--- config.mk ---
export PLATFORM = sky130hd
export DESIGN_NAME = demux12_8bit_stream_flat
export DESIGN_NICKNAME = d
export VERILOG_FILES = /design/src/rtl/demux12_8bit_stream_pkg.sv /design/src/rtl/demux12_8bit_stream_if.sv /design/src/rtl/demux12_8bit_stream_slot.sv /design/src/rtl/demux12_8bit_stream.sv /design/src/flat_wrapper.sv
export SDC_FILE = /design/constraint.sdc
export NUM_CORES = 1
export LEC_CHECK = 0
export ABC_AREA = 1
export BUFFER_PORTS_ARGS = -buffer_cell sky130_fd_sc_hd__buf_2
export CELL_PAD_IN_SITES_DETAIL_PLACEMENT = 0
export CELL_PAD_IN_SITES_GLOBAL_PLACEMENT = 2
export CORE_ASPECT_RATIO = 1.5
export CORE_MARGIN = 2
export CORE_UTILIZATION = 24
export CTS_CLUSTER_DIAMETER = 50
export DETAILED_ROUTE_END_ITERATION = 7
export PLACE_DENSITY_LB_ADDON = 0.1
export SLEW_MARGIN = 15
export SYNTH_ARGS = -nofsm -noshare
export SYNTH_HDL_FRONTEND = slang
export SYNTH_HIERARCHICAL = 1
export SYNTH_SLANG_ARGS = --single-unit
export TNS_END_PERCENT = 10
--- constraint.sdc ---
create_clock -name CLK -period 2.05 [get_ports CLK]
set_input_delay 0.205 -clock CLK [delete_from_list [all_inputs] [get_ports CLK]]
set_output_delay 0.205 -clock CLK [all_outputs]
set_load 0.1 [all_outputs]
--- src/rtl/demux12_8bit_stream_pkg.sv ---
// Shared constants, select encodings and slot state type for the 1:2 stream demultiplexer.
// The optional per-channel word counters are enabled with the DEMUX_CNT_EN macro.
package demux_pkg;

    localparam int DATA_W = 8;
    localparam int CNT_W  = 16;

    localparam logic SEL_A = 1'b0;
    localparam logic SEL_B = 1'b1;

    typedef enum logic {
        EMPTY = 1'b0,
        FULL  = 1'b1
    } slot_state_e;

endpackage

--- src/rtl/demux12_8bit_stream_if.sv ---
// Producer-side and consumer-side stream signals of the demultiplexer.
// CNT_A/CNT_B exist only when DEMUX_CNT_EN is defined.
interface demux12_8bit_stream_if #(
    parameter int WIDTH = demux_pkg::DATA_W
`ifdef DEMUX_CNT_EN
    , parameter int CNT_W = demux_pkg::CNT_W
`endif
) ();

    logic [WIDTH-1:0] D;
    logic             S;
    logic             IN_VALID;
    logic             IN_READY;
    logic [WIDTH-1:0] YA;
    logic             YA_VALID;
    logic             YA_READY;
    logic [WIDTH-1:0] YB;
    logic             YB_VALID;
    logic             YB_READY;
`ifdef DEMUX_CNT_EN
    logic [CNT_W-1:0] CNT_A;
    logic [CNT_W-1:0] CNT_B;
`endif

    // The demultiplexer itself.
    modport slave (
        input  D, S, IN_VALID, YA_READY, YB_READY,
        output IN_READY, YA, YA_VALID, YB, YB_VALID
`ifdef DEMUX_CNT_EN
        , output CNT_A, CNT_B
`endif
    );

    // The producer and the two consumers around it.
    modport master (
        output D, S, IN_VALID, YA_READY, YB_READY,
        input  IN_READY, YA, YA_VALID, YB, YB_VALID
`ifdef DEMUX_CNT_EN
        , input CNT_A, CNT_B
`endif
    );

endinterface

--- src/rtl/demux12_8bit_stream_slot.sv ---
// One-entry output slot: holding register, EMPTY/FULL state and optional delivery counter.
// The counter is built only when DEMUX_CNT_EN is defined.
module demux_slot #(
    parameter int WIDTH = demux_pkg::DATA_W
`ifdef DEMUX_CNT_EN
    , parameter int CNT_W = demux_pkg::CNT_W
`endif
) (
    input  logic             clk,
    input  logic             rst_n,
    input  logic             load,
    input  logic [WIDTH-1:0] din,
    output logic [WIDTH-1:0] y,
    output logic             y_valid,
    input  logic             y_ready,
    output logic             can_accept
`ifdef DEMUX_CNT_EN
    , output logic [CNT_W-1:0] cnt
`endif
);
    import demux_pkg::*;

    slot_state_e      state_q, state_d;
    logic [WIDTH-1:0] data_q, data_d;
    logic             handshake;

    assign handshake  = (state_q == FULL) && y_ready;
    // A FULL slot can take a new word only in the cycle its current word leaves.
    assign can_accept = (state_q == EMPTY) || y_ready;

    // NOTE: every always_comb output gets its hold value first, so no path leaves it unassigned (no latch).
    always_comb begin
        state_d = state_q;
        data_d  = data_q;
        if (load) begin
            state_d = FULL;
            data_d  = din;
        end else if (handshake) begin
            state_d = EMPTY;
        end
    end

    // NOTE: flops use non-blocking assignments so every register samples the pre-edge values.
    always_ff @(posedge clk) begin
        if (!rst_n) begin
            state_q <= EMPTY;
            data_q  <= '0;
        end else begin
            state_q <= state_d;
            data_q  <= data_d;
        end
    end

    assign y       = data_q;
    assign y_valid = (state_q == FULL);

`ifdef DEMUX_CNT_EN
    logic [CNT_W-1:0] cnt_q, cnt_d;

    always_comb begin
        cnt_d = cnt_q;
        if (handshake) begin
            cnt_d = cnt_q + CNT_W'(1);
        end
    end

    always_ff @(posedge clk) begin
        if (!rst_n) begin
            cnt_q <= '0;
        end else begin
            cnt_q <= cnt_d;
        end
    end

    assign cnt = cnt_q;
`endif

endmodule

--- src/rtl/demux12_8bit_stream.sv ---
// Registered 1:2 valid/ready stream demultiplexer: S steers each accepted word to slot A or B.
// Define DEMUX_CNT_EN to add the CNT_A/CNT_B delivered-word counters.
module demux12_8bit_stream #(
    parameter int WIDTH = demux_pkg::DATA_W
`ifdef DEMUX_CNT_EN
    , parameter int CNT_W = demux_pkg::CNT_W
`endif
) (
    input  logic                  CLK,
    input  logic                  RST_N,
    demux12_8bit_stream_if.slave  bus
);
    import demux_pkg::*;

    logic sel_b;
    logic can_accept_a, can_accept_b;
    logic in_ready;
    logic load_a, load_b;

    assign sel_b = (bus.S == SEL_B);

    // Only the selected slot gates the input; the other channel never stalls the producer.
    always_comb begin
        in_ready = 1'b0;
        if (RST_N) begin
            in_ready = sel_b ? can_accept_b : can_accept_a;
        end
    end

    assign load_a       = bus.IN_VALID && in_ready && !sel_b;
    assign load_b       = bus.IN_VALID && in_ready &&  sel_b;
    assign bus.IN_READY = in_ready;

    demux_slot #(
        .WIDTH (WIDTH)
`ifdef DEMUX_CNT_EN
        , .CNT_W (CNT_W)
`endif
    ) u_slot_a (
        .clk        (CLK),
        .rst_n      (RST_N),
        .load       (load_a),
        .din        (bus.D),
        .y          (bus.YA),
        .y_valid    (bus.YA_VALID),
        .y_ready    (bus.YA_READY),
        .can_accept (can_accept_a)
`ifdef DEMUX_CNT_EN
        , .cnt      (bus.CNT_A)
`endif
    );

    demux_slot #(
        .WIDTH (WIDTH)
`ifdef DEMUX_CNT_EN
        , .CNT_W (CNT_W)
`endif
    ) u_slot_b (
        .clk        (CLK),
        .rst_n      (RST_N),
        .load       (load_b),
        .din        (bus.D),
        .y          (bus.YB),
        .y_valid    (bus.YB_VALID),
        .y_ready    (bus.YB_READY),
        .can_accept (can_accept_b)
`ifdef DEMUX_CNT_EN
        , .cnt      (bus.CNT_B)
`endif
    );

endmodule

--- src/flat_wrapper.sv ---
// flat-port wrapper written by rule: the top's interface ports become plain ports
module demux12_8bit_stream_flat import demux_pkg::*;
#(
    parameter int WIDTH = demux_pkg::DATA_W

)
  (CLK, RST_N, bus_D, bus_S, bus_IN_VALID, bus_YA_READY, bus_YB_READY, bus_IN_READY, bus_YA, bus_YA_VALID, bus_YB, bus_YB_VALID);
  demux12_8bit_stream_if #(.WIDTH(WIDTH)) bus_i ();
  input  logic CLK;
  input  logic RST_N;
  input wire logic [$bits(bus_i.D)-1:0] bus_D;
  input wire logic [$bits(bus_i.S)-1:0] bus_S;
  input wire logic [$bits(bus_i.IN_VALID)-1:0] bus_IN_VALID;
  input wire logic [$bits(bus_i.YA_READY)-1:0] bus_YA_READY;
  input wire logic [$bits(bus_i.YB_READY)-1:0] bus_YB_READY;
  output wire logic [$bits(bus_i.IN_READY)-1:0] bus_IN_READY;
  output wire logic [$bits(bus_i.YA)-1:0] bus_YA;
  output wire logic [$bits(bus_i.YA_VALID)-1:0] bus_YA_VALID;
  output wire logic [$bits(bus_i.YB)-1:0] bus_YB;
  output wire logic [$bits(bus_i.YB_VALID)-1:0] bus_YB_VALID;
  assign bus_i.D = bus_D;
  assign bus_i.S = bus_S;
  assign bus_i.IN_VALID = bus_IN_VALID;
  assign bus_i.YA_READY = bus_YA_READY;
  assign bus_i.YB_READY = bus_YB_READY;
  assign bus_IN_READY = bus_i.IN_READY;
  assign bus_YA = bus_i.YA;
  assign bus_YA_VALID = bus_i.YA_VALID;
  assign bus_YB = bus_i.YB;
  assign bus_YB_VALID = bus_i.YB_VALID;
  demux12_8bit_stream #(.WIDTH(WIDTH)) u_core (.CLK(CLK), .RST_N(RST_N), .bus(bus_i));
endmodule
==> impl_metrics.toml <==
[clocking]
ctsHtreeMaxLevel = 1
cts_tree = "done"
cts_buffer_depth = 2
cts_resized = 0
cts_hold_buf = 0
cts_made_buffers = 3
cts-root-buf = "clkbuf_8"
clk_latency_ps = 250
clkTransAtPathRegs_ps = 70
cts_sinks = 18
cts_setup_buffers = 0

[power_and_ir_drop]
switching_share_pct = 34.8
power_frac_seq_pct = 45.8
p_int_mw = 0.530
vdd_drop_max_uv = 480
pwr_density_cell_nw_per_um2 = 882
pwr-share-comb_pct = 24.5
p_clk_share_pct = 29.7
leakage_nw = 0.494
power.switching_mw = 0.283

[global_route]
grt_usage_pct = 13.3
antenna_found_initial = 0
grt_max_degree = 21
busiest_layer = "met2"
grt_pass1_vias = 625
grt_overflow = 0
gr-usage-met1_pct = 15.4
grt_use_met2_pct = 21.9
grt_pass1_wl_mm = 2.90
grt_util_met3_pct = 2.67

[critical_path]
cp.required_ps = 1850
crit_fanout = 2
end_kind = "output port"
arrival_ps = 1330
critical_path_class = "reg2out"
startpoint_type = "flip-flop"
cp-startpoint = "u_core/u_slot_b/y_valid"
worstReg2RegStart = "u_core/u_slot_a/y_valid"

[yosys]
synthAdderAreaFrac_pct = 0
synthXorXnorAreaFrac_pct = 0
synth_nets = 98
synth_cells = 84
synth-seq-cells = 18
syn_area_per_cell_um2 = 7.72
yosys.area.top_type = "dfxtp_1"
synthTopCellsByArea = "dfxtp_1 56%, nor2_1 20%, o21ai_0 12%"
ys_seq_area_share_pct = 55.6
synth.top_cell.area_share_pct = 55.6
yosysWarnings = 6
synth-simple-area-share_pct = 24.1
synth_cell_types = 9
muxShareOfSynthArea_pct = 0
synth_compound_gate_area_share_pct = 16.2
syn-cell-area_um2 = 648
synth_top_family_by_area = "simple AND/OR/NAND/NOR gates"

[job]
cap_viol_max_count = 0

[final_layout]
antenna_cells = 0
drive_gt1_share_pct = 35.5
finalNetCount = 137
design_area_um2 = 922
areaGrowthSynthToFinish_pct = 42.3

[floorplanning]
core-area_um2 = 2620
dieWidth_um = 46.4
io_pins = 33
rows = 23
initial_core_util_pct = 24.7
die_area_um2 = 3140
fp.dieH_um = 67.6

[routing]
drt_first_pass_iters = 4
vias = 650
wl_per_cell_um = 11.2
drc = 0
wirelength_mm = 1.76
dr.first_iter.drc_count = 12
vias_per_cell = 4.11
ant_nets = 0

[hold_path]
hp-class = "in2reg"
hp-start = "bus_D[1]"

[sta]
finalSetupTns_ps = 0
finalSetupViolCount = 0
fin_skew_ps = 3.77
max_freq_ghz = 0.650
finalCritPeriodShare_pct = 75.0
min_period_ps = 1540
drv_slew = 0
grt_setup_unrepaired = "no"
max-slew-margin-rel_pct = 67.6
finalHoldViolCount = 0
worst_pin_slew_ps = 490

[place]
routabilityCongestion = 0.662
portBuffers = 32
dp_hpwl_mm = 1.28
dpl_cell_area_um2 = 881

[outcome]
status = "finished clean"
[synthesized netlist by cell type]
cell,count
dfxtp_1,18
inv_2,2
nand2_1,5
nor2_1,34
nand3_2,1
a21oi_2,2
a21boi_0,1
inv_1,5
o21ai_0,16
[power by group through the flow]
stage / Combinational (mW) / Sequential [mW] / Clock (mW)
finish: 0.199 / 0.372 / 0.242
global route: 0.211 / 0.374 / 0.268
CTS: 0.201 / 0.373 / 0.253
detailed placement: 0.201 / 0.380 / 0
global placement: 0.200 / 0.380 / 0
floorplan: 0.0395 / 0.495 / 0
[cell usage in the layout, fill, tap and decap left out]
| cell | instances |
|---|---|
| dfxtp_1 | 18 |
| inv_2 | 2 |
| nand3_2 | 1 |
| clkbuf_8 | 3 |
| buf_4 | 2 |
| nor2_1 | 34 |
| inv_1 | 5 |
| a21boi_4 | 1 |
| a21oi_2 | 2 |
| buf_2 | 32 |
| o21ai_0 | 16 |
| nand2_1 | 5 |
[sequential cells by signal (all words and copies together), names as in the netlist]
register                 count
u_core/u_slot_b/y            8
u_core/u_slot_a/y            8
u_core/u_slot_b/y_valid      1
u_core/u_slot_a/y_valid      1
[routing by layer]
| layer | part of all wire (%) | vias to the layer above | wire (um) |
|---|---|---|---|
| li1 | - | 342 | - |
| met1 | 43 | 284 | 755 |
| met2 | 49 | 22 | 865 |
| met3 | 6.7 | 2 | 119 |
| met4 | 1.4 | 0 | 24 |
| met5 | 0 | - | 0 |
[critical path, stage by stage, from the launching register on]
cell      delay [ps]
dfxtp_1          310
nand2_1           90
nand2_1          110
a21boi_4         150
buf_2            430
[final timing paths]
kind	endpoint	slack, ps	cells past startpoint
worst max-delay path	bus_IN_READY	510	4
worst min register to register	u_core/u_slot_b/y_valid	490	2
worst min-delay path	u_core/u_slot_b/y[1]	200	3
worst max register to register	u_core/u_slot_b/y[2]	650	8
[per-stage QoR]
stage	hold slack [ps]	worst slack, ps	utilization, %	std cells	total power [mW]
CTS	199	497	35.2	158	0.827
global route	207	420	35.2	158	0.853
global placement	455	683	33.6	155	0.581
floorplan	327	224	-	84	0.534
finish	200	512	35.2	158	0.813
detailed placement	459	631	33.6	155	0.581
[cell families after synthesis]
group / after synthesis
flops: 18
buf+inv: 7
simple gates: 40
compound gates: 19
[final cells by class]
type,count,area (um^2)
fill,304,1700
sequential,18,360
multi-input combinational,59,273
timing repair buffer,34,175
tap,37,46.3
clock buffer,3,41.3
inverter,7,26.3
Power figures use the tool's default switching activity.
